===== config.mk =====
export PLATFORM = sky130hd
export DESIGN_NAME = reg_slave_bank
export DESIGN_NICKNAME = d
export VERILOG_FILES = /design/src/rtl/reg_slave_bank.sv
export SDC_FILE = /design/constraint.sdc
export NUM_CORES = 1
export LEC_CHECK = 0
export ABC_AREA = 0
export CORE_MARGIN = 2
export CORE_UTILIZATION = 45
export DETAILED_ROUTE_END_ITERATION = 10
export GPL_TIMING_DRIVEN = 0
export RECOVER_POWER = 100
export SYNTH_ARGS = -nofsm -noshare
export SYNTH_HDL_FRONTEND = slang
export SYNTH_SLANG_ARGS = --single-unit

===== constraint.sdc =====
create_clock -name clk -period 1.85 [get_ports clk]
set_input_delay 0.37 -clock clk [delete_from_list [all_inputs] [get_ports clk]]
set_output_delay 0.37 -clock clk [all_outputs]
set_load 0.01 [all_outputs]

===== src/rtl/reg_slave_bank.sv =====
// Register-bus slave: NUM_REGS general registers plus ID, write-count and error-count
// specials, with read data returned through an RD_LATENCY-deep pipeline.
module reg_slave_bank #(
  parameter int unsigned NUM_REGS   = 16,
  parameter int unsigned RD_LATENCY = 1,
  parameter logic [15:0] RESET_VAL  = 16'h0000,
  parameter logic [15:0] ID_VAL     = 16'hA5C3
) (
  input  logic        clk,
  input  logic        rst_n,
  input  logic        write,
  input  logic [7:0]  address,
  input  logic [15:0] data_in,
  output logic [15:0] data_out
);

  localparam int unsigned DW = 16;
  localparam int unsigned AW = 8;

  localparam logic [AW-1:0] ADDR_ERR_CNT = 8'hFD;
  localparam logic [AW-1:0] ADDR_WR_CNT  = 8'hFE;
  localparam logic [AW-1:0] ADDR_ID      = 8'hFF;
  localparam logic [DW-1:0] UNMAPPED_VAL = 16'hBAD0;
  localparam logic [DW-1:0] CNT_MAX      = 16'hFFFF;

  logic [DW-1:0] r_regs [NUM_REGS];
  logic [DW-1:0] r_pipe [RD_LATENCY];
  logic [DW-1:0] r_wr_cnt;
  logic [DW-1:0] r_err_cnt;

  logic [DW-1:0] w_rdata;
  logic          w_is_gen;
  logic          w_unmapped;
  logic          w_wr_inc;
  logic          w_err_inc;
  logic          w_err_clr;

  // Read mux sees pre-write state, giving read-before-write on collisions
  always_comb begin
    w_rdata    = UNMAPPED_VAL;
    w_is_gen   = 1'b0;
    w_unmapped = 1'b1;
    if (address == ADDR_ERR_CNT) begin
      w_rdata    = r_err_cnt;
      w_unmapped = 1'b0;
    end else if (address == ADDR_WR_CNT) begin
      w_rdata    = r_wr_cnt;
      w_unmapped = 1'b0;
    end else if (address == ADDR_ID) begin
      w_rdata    = ID_VAL;
      w_unmapped = 1'b0;
    end
    for (int unsigned i = 0; i < NUM_REGS; i++) begin
      if (address == AW'(i)) begin
        w_rdata    = r_regs[i];
        w_is_gen   = 1'b1;
        w_unmapped = 1'b0;
      end
    end
  end

  // One error per cycle at most: unmapped access or a write to a read-only special
  always_comb begin
    w_wr_inc  = write && (w_is_gen || (address == ADDR_ERR_CNT));
    w_err_clr = write && (address == ADDR_ERR_CNT);
    w_err_inc = w_unmapped || (write && ((address == ADDR_WR_CNT) || (address == ADDR_ID)));
  end

  always_ff @(posedge clk or negedge rst_n) begin
    if (!rst_n) begin
      for (int unsigned i = 0; i < NUM_REGS; i++) r_regs[i] <= RESET_VAL;
    end else begin
      for (int unsigned i = 0; i < NUM_REGS; i++) begin
        if (write && (address == AW'(i))) r_regs[i] <= data_in;
      end
    end
  end

  // Saturating counters; a clear beats a simultaneous error increment
  always_ff @(posedge clk or negedge rst_n) begin
    if (!rst_n) begin
      r_wr_cnt  <= '0;
      r_err_cnt <= '0;
    end else begin
      if (w_wr_inc && (r_wr_cnt != CNT_MAX)) r_wr_cnt <= r_wr_cnt + DW'(1);
      if (w_err_clr) begin
        r_err_cnt <= '0;
      end else if (w_err_inc && (r_err_cnt != CNT_MAX)) begin
        r_err_cnt <= r_err_cnt + DW'(1);
      end
    end
  end

  always_ff @(posedge clk or negedge rst_n) begin
    if (!rst_n) begin
      for (int unsigned k = 0; k < RD_LATENCY; k++) r_pipe[k] <= '0;
    end else begin
      r_pipe[0] <= w_rdata;
      for (int unsigned k = 1; k < RD_LATENCY; k++) r_pipe[k] <= r_pipe[k-1];
    end
  end

  assign data_out = r_pipe[RD_LATENCY-1];

endmodule

==> flow_summary.toml, run 1 <==
[clocking]
ctsHtreeMaxLevel = 2
clockBufferDepth = 3
cts_root_buffer = "clkbuf_16"
cts_buffers = 36
clock_latency_ns = 0.53
clk_pin_slew_worst_paths_ns = 0.06
cts_sinks = 304
tritoncts = "built"

[cells_and_area]
multiInputGateArea_um2 = 7864
layout-drive-gt1-share_pct = 44.48
final_nets = 1533
register_area_um2 = 7612
finalCoreUtilization_pct = 60.31
antenna-diode-count = 0
syn2layout_area_growth_pct = 33.21
filler_cell_count = 2650

[die]
core_um2 = 33280
dieArea_um2 = 34970
initial_core_util_pct = 45.28
placementRows = 67
fp.dieH_um = 187.0
dieWidth_um = 187.0
io_pins = 43

[logic_synthesis]
synthXorXnorAreaFrac_pct = 1.628
synth_edf_count = 0
synth_cell_type_count = 74
synthArstFlopShare_pct = 100.0
synth_nets = 1338
ys.flop_type = "dfrtp_1"
yosys.area.top_type_share_pct = 50.49
ys_top_cells_by_area = "dfrtp_1 50%, mux2_2 16%, mux2_4 3.0%"
ys_seq_area_share_pct = 50.49
synth.area.mux_share_pct = 21.95
syn_inst = 1309
synth_top_family_by_area = "multiplexers"
synth_most_common_cell = "dfrtp_1"
syn-cell-area_um2 = 15070
ys_ff_latch = 304
avgSynthCellArea_um2 = 11.51
synthAdderAreaFrac_pct = 0.1661
synthTopCellsByCount = "304 x dfrtp_1, 209 x mux2_2, 84 x o21ai_0"
yosysWarnings = 0
synth-compound-area-share_pct = 12.96
synthSimpleGateAreaFrac_pct = 9.433
synth_largest_area_cell = "dfrtp_1"

[setup_path]
path_max_fanout = 7
crit_required_ns = 2.24
reg2reg_slack_ns = -0.07
reg2reg_depth = 6
cp-start-kind = "input pin"
r2r-start = "r_wr_cnt[9]"
criticalPathCategory = "in -> reg"
critPathCaptureType = "flip-flop"
critPathArrivalTime_ns = 2.48
critPathLaunch = "address[7]"
crit_path_end = "data_out[6]"
worstReg2RegEnd = "r_wr_cnt[1]"

[global_routing]
gr-usage-all-layers_pct = 32.12
grt_max_degree = 108
overflow = 0
grt_pass1_wl_um = 83150
first_global_vias = 12470
grt_antenna_before_repair = 0

[detailed_routing]
drc = 0
drt-total-wl_um = 57580
routedWlPerCell_um = 29.09
dr.pass1.iters = 7
num_vias = 12570
ant_nets = 0
viasPerCell = 6.352
drt_iter0_drc = 1496

[power]
p_sw_share_pct = 26.32
switchingPower_w = 0.004570
p_leak_nw = 9.319
pwr-share-seq_pct = 42.5
ir_drop_mv = 0.5272
power.share.clock_pct = 44.7
pwr-share-comb_pct = 12.8
pwr_density_cell_nw_per_um2 = 864.9
power.internal_w = 0.01279

[place]
port_buffers = 41
dpl.hpwl_um = 36840
gp_congestion = 0.9174

[sta]
tightestPinTransition_ns = 0.8821
slew_violations = 0
hold_violations = 104
rsz0062_at_grt = "true"
setup_viol = 147
finalCritPeriodShare_pct = 112.6
timing.slew.headroom_pct = 41.19
worst_slack_ns = -0.2323
whs_ns = -0.1248
period_needed_ns = 2.082
fin_skew_ns = 0.02315
max_freq_ghz = 0.4802

[run_status]
status = "finished with violations"
violations = "hold timing, setup timing"

[hold_path]
hold_class = "in -> async"

[flow_run]
maxCapViolCount = 0
## stage by stage
step                      power [W]  worst slack (ns)  instances  cell area (um2)  TNS (ns)
after global placement     0.009200            -13.15       1798            16380  -4367.49
after detailed placement   0.009234            -2.705       1800            16440   -400.48
after floorplan            0.008395           -0.3566       1309            15410    -52.69
after global routing        0.01786           -0.1976       1979            20070    -29.94
after CTS                   0.01714           -0.1597       1938            19430    -6.680
final                       0.01736           -0.2323       1979            20070    -15.08
## flip-flops by register name, indices dropped and copies added (netlist names)
signal / cells
data_out: 16
r_err_cnt: 16
r_regs: 256
r_wr_cnt: 16
## per-layer routing
| layer | up-vias | share of wire (%) | global-route usage (%) |
|---|---|---|---|
| met1 | 6360 | 40 | 44.02 |
| met5 | - | 0 | 0 |
| met3 | 187 | 11 | 7.805 |
| met4 | 0 | 5.0 | 15.84 |
| met2 | 799 | 44 | 47.78 |
| li1 | 5224 | - | - |
## timing repair
action / CTS / global route
endpoints found under the setup margin: 303 / 207
pin swaps: 54 / 45
buffers inserted: 66 / 40
cloned: 7 / 4
resized for setup: 321 / 83
endpoints found under the hold margin: 92 / 37
## kinds of logic after synthesis
group	after synthesis
DFF	304
AOI/OAI and AO/OA	310
muxes	283
xor gates and xnor gates	28
buffers and inverters	107
and+or+nand+nor	275
adders and majority gates	2
## power groups by stage
stage,logic (W),registers [W],clock network [W]
global route,0.00236,0.00741,0.00809
finish,0.00223,0.00738,0.00775
global placement,0.00169,0.00751,0
floorplan,0.00101,0.00738,0
CTS,0.00202,0.00734,0.00778
detailed placement,0.00173,0.00750,0
## cell type report
type | count | share of cell area, %
Tap cell | 448 | 2.793
Timing Repair Buffer | 159 | 8.297
Clock inverter | 15 | 1.103
Clock buffer | 50 | 5.361
Inverter | 9 | 0.1683
Buffer | 96 | 5.174
Sequential cell | 304 | 37.93
Multi-Input combinational cell | 898 | 39.18
## critical path, stage by stage
cell and delay, ns:
buf_8 0.10, or4_4 0.54, buf_12 0.17, nor3_4 0.21, buf_6 0.16, buf_8 0.12, a32oi_2 0.10, a31oi_1 0.20
o22ai_1 0.09, a31o_2 0.24, o211a_1 0.17
## worst min-delay path by stage
stage	slack [ns]	start	endpoint	cells after the start
after floorplan	0.07	rst_n	data_out[0]	0
after global placement	0.48	r_regs[120]	r_regs[120]	1
after detailed placement	0.49	r_regs[120]	r_regs[120]	1
after CTS	-0.05	rst_n	r_err_cnt[2]	1
after global routing	-0.05	rst_n	r_regs[242]	1
final	-0.12	rst_n	r_regs[242]	1
## cell usage in the layout (no fill, tap or decap), types with 9 or more instances in the layout
| cell type | instances |
|---|---|
| mux2_2 | 193 |
| buf_6 | 33 |
| clkbuf_8 | 19 |
| o21ai_2 | 10 |
| mux2_4 | 66 |
| nand3_1 | 19 |
| o22ai_1 | 22 |
| xnor2_1 | 18 |
| clkbuf_16 | 43 |
| mux2i_1 | 20 |
| inv_1 | 9 |
| xor2_1 | 10 |
| o21ai_0 | 65 |
| a211oi_1 | 9 |
| nor3_1 | 14 |
| nor2_4 | 15 |
| buf_8 | 15 |
| buf_12 | 20 |
| nand3_4 | 9 |
| nor2b_1 | 11 |
| o21ai_1 | 12 |
| buf_4 | 91 |
| nand2_1 | 46 |
| a21oi_2 | 17 |
| clkdlybuf4s50_1 | 32 |
| dfrtp_1 | 300 |
| clkbuf_4 | 10 |
| a21oi_1 | 63 |
| clkbuf_1 | 21 |
| nor2_1 | 71 |
| nand2_2 | 10 |
Power figures use the tool's default switching activity.
==> inputs of run 2 (changes only) <==
--- a/config.mk
+++ b/config.mk
@@ -6,6 +6,7 @@
 export NUM_CORES = 1
 export LEC_CHECK = 0
 export ABC_AREA = 0
+export CAP_MARGIN = 20
 export CORE_MARGIN = 2
 export CORE_UTILIZATION = 45
 export DETAILED_ROUTE_END_ITERATION = 10
==> results of run 2 <==
Same layout as run 1: the final DEF is identical, and so are final timing and power.
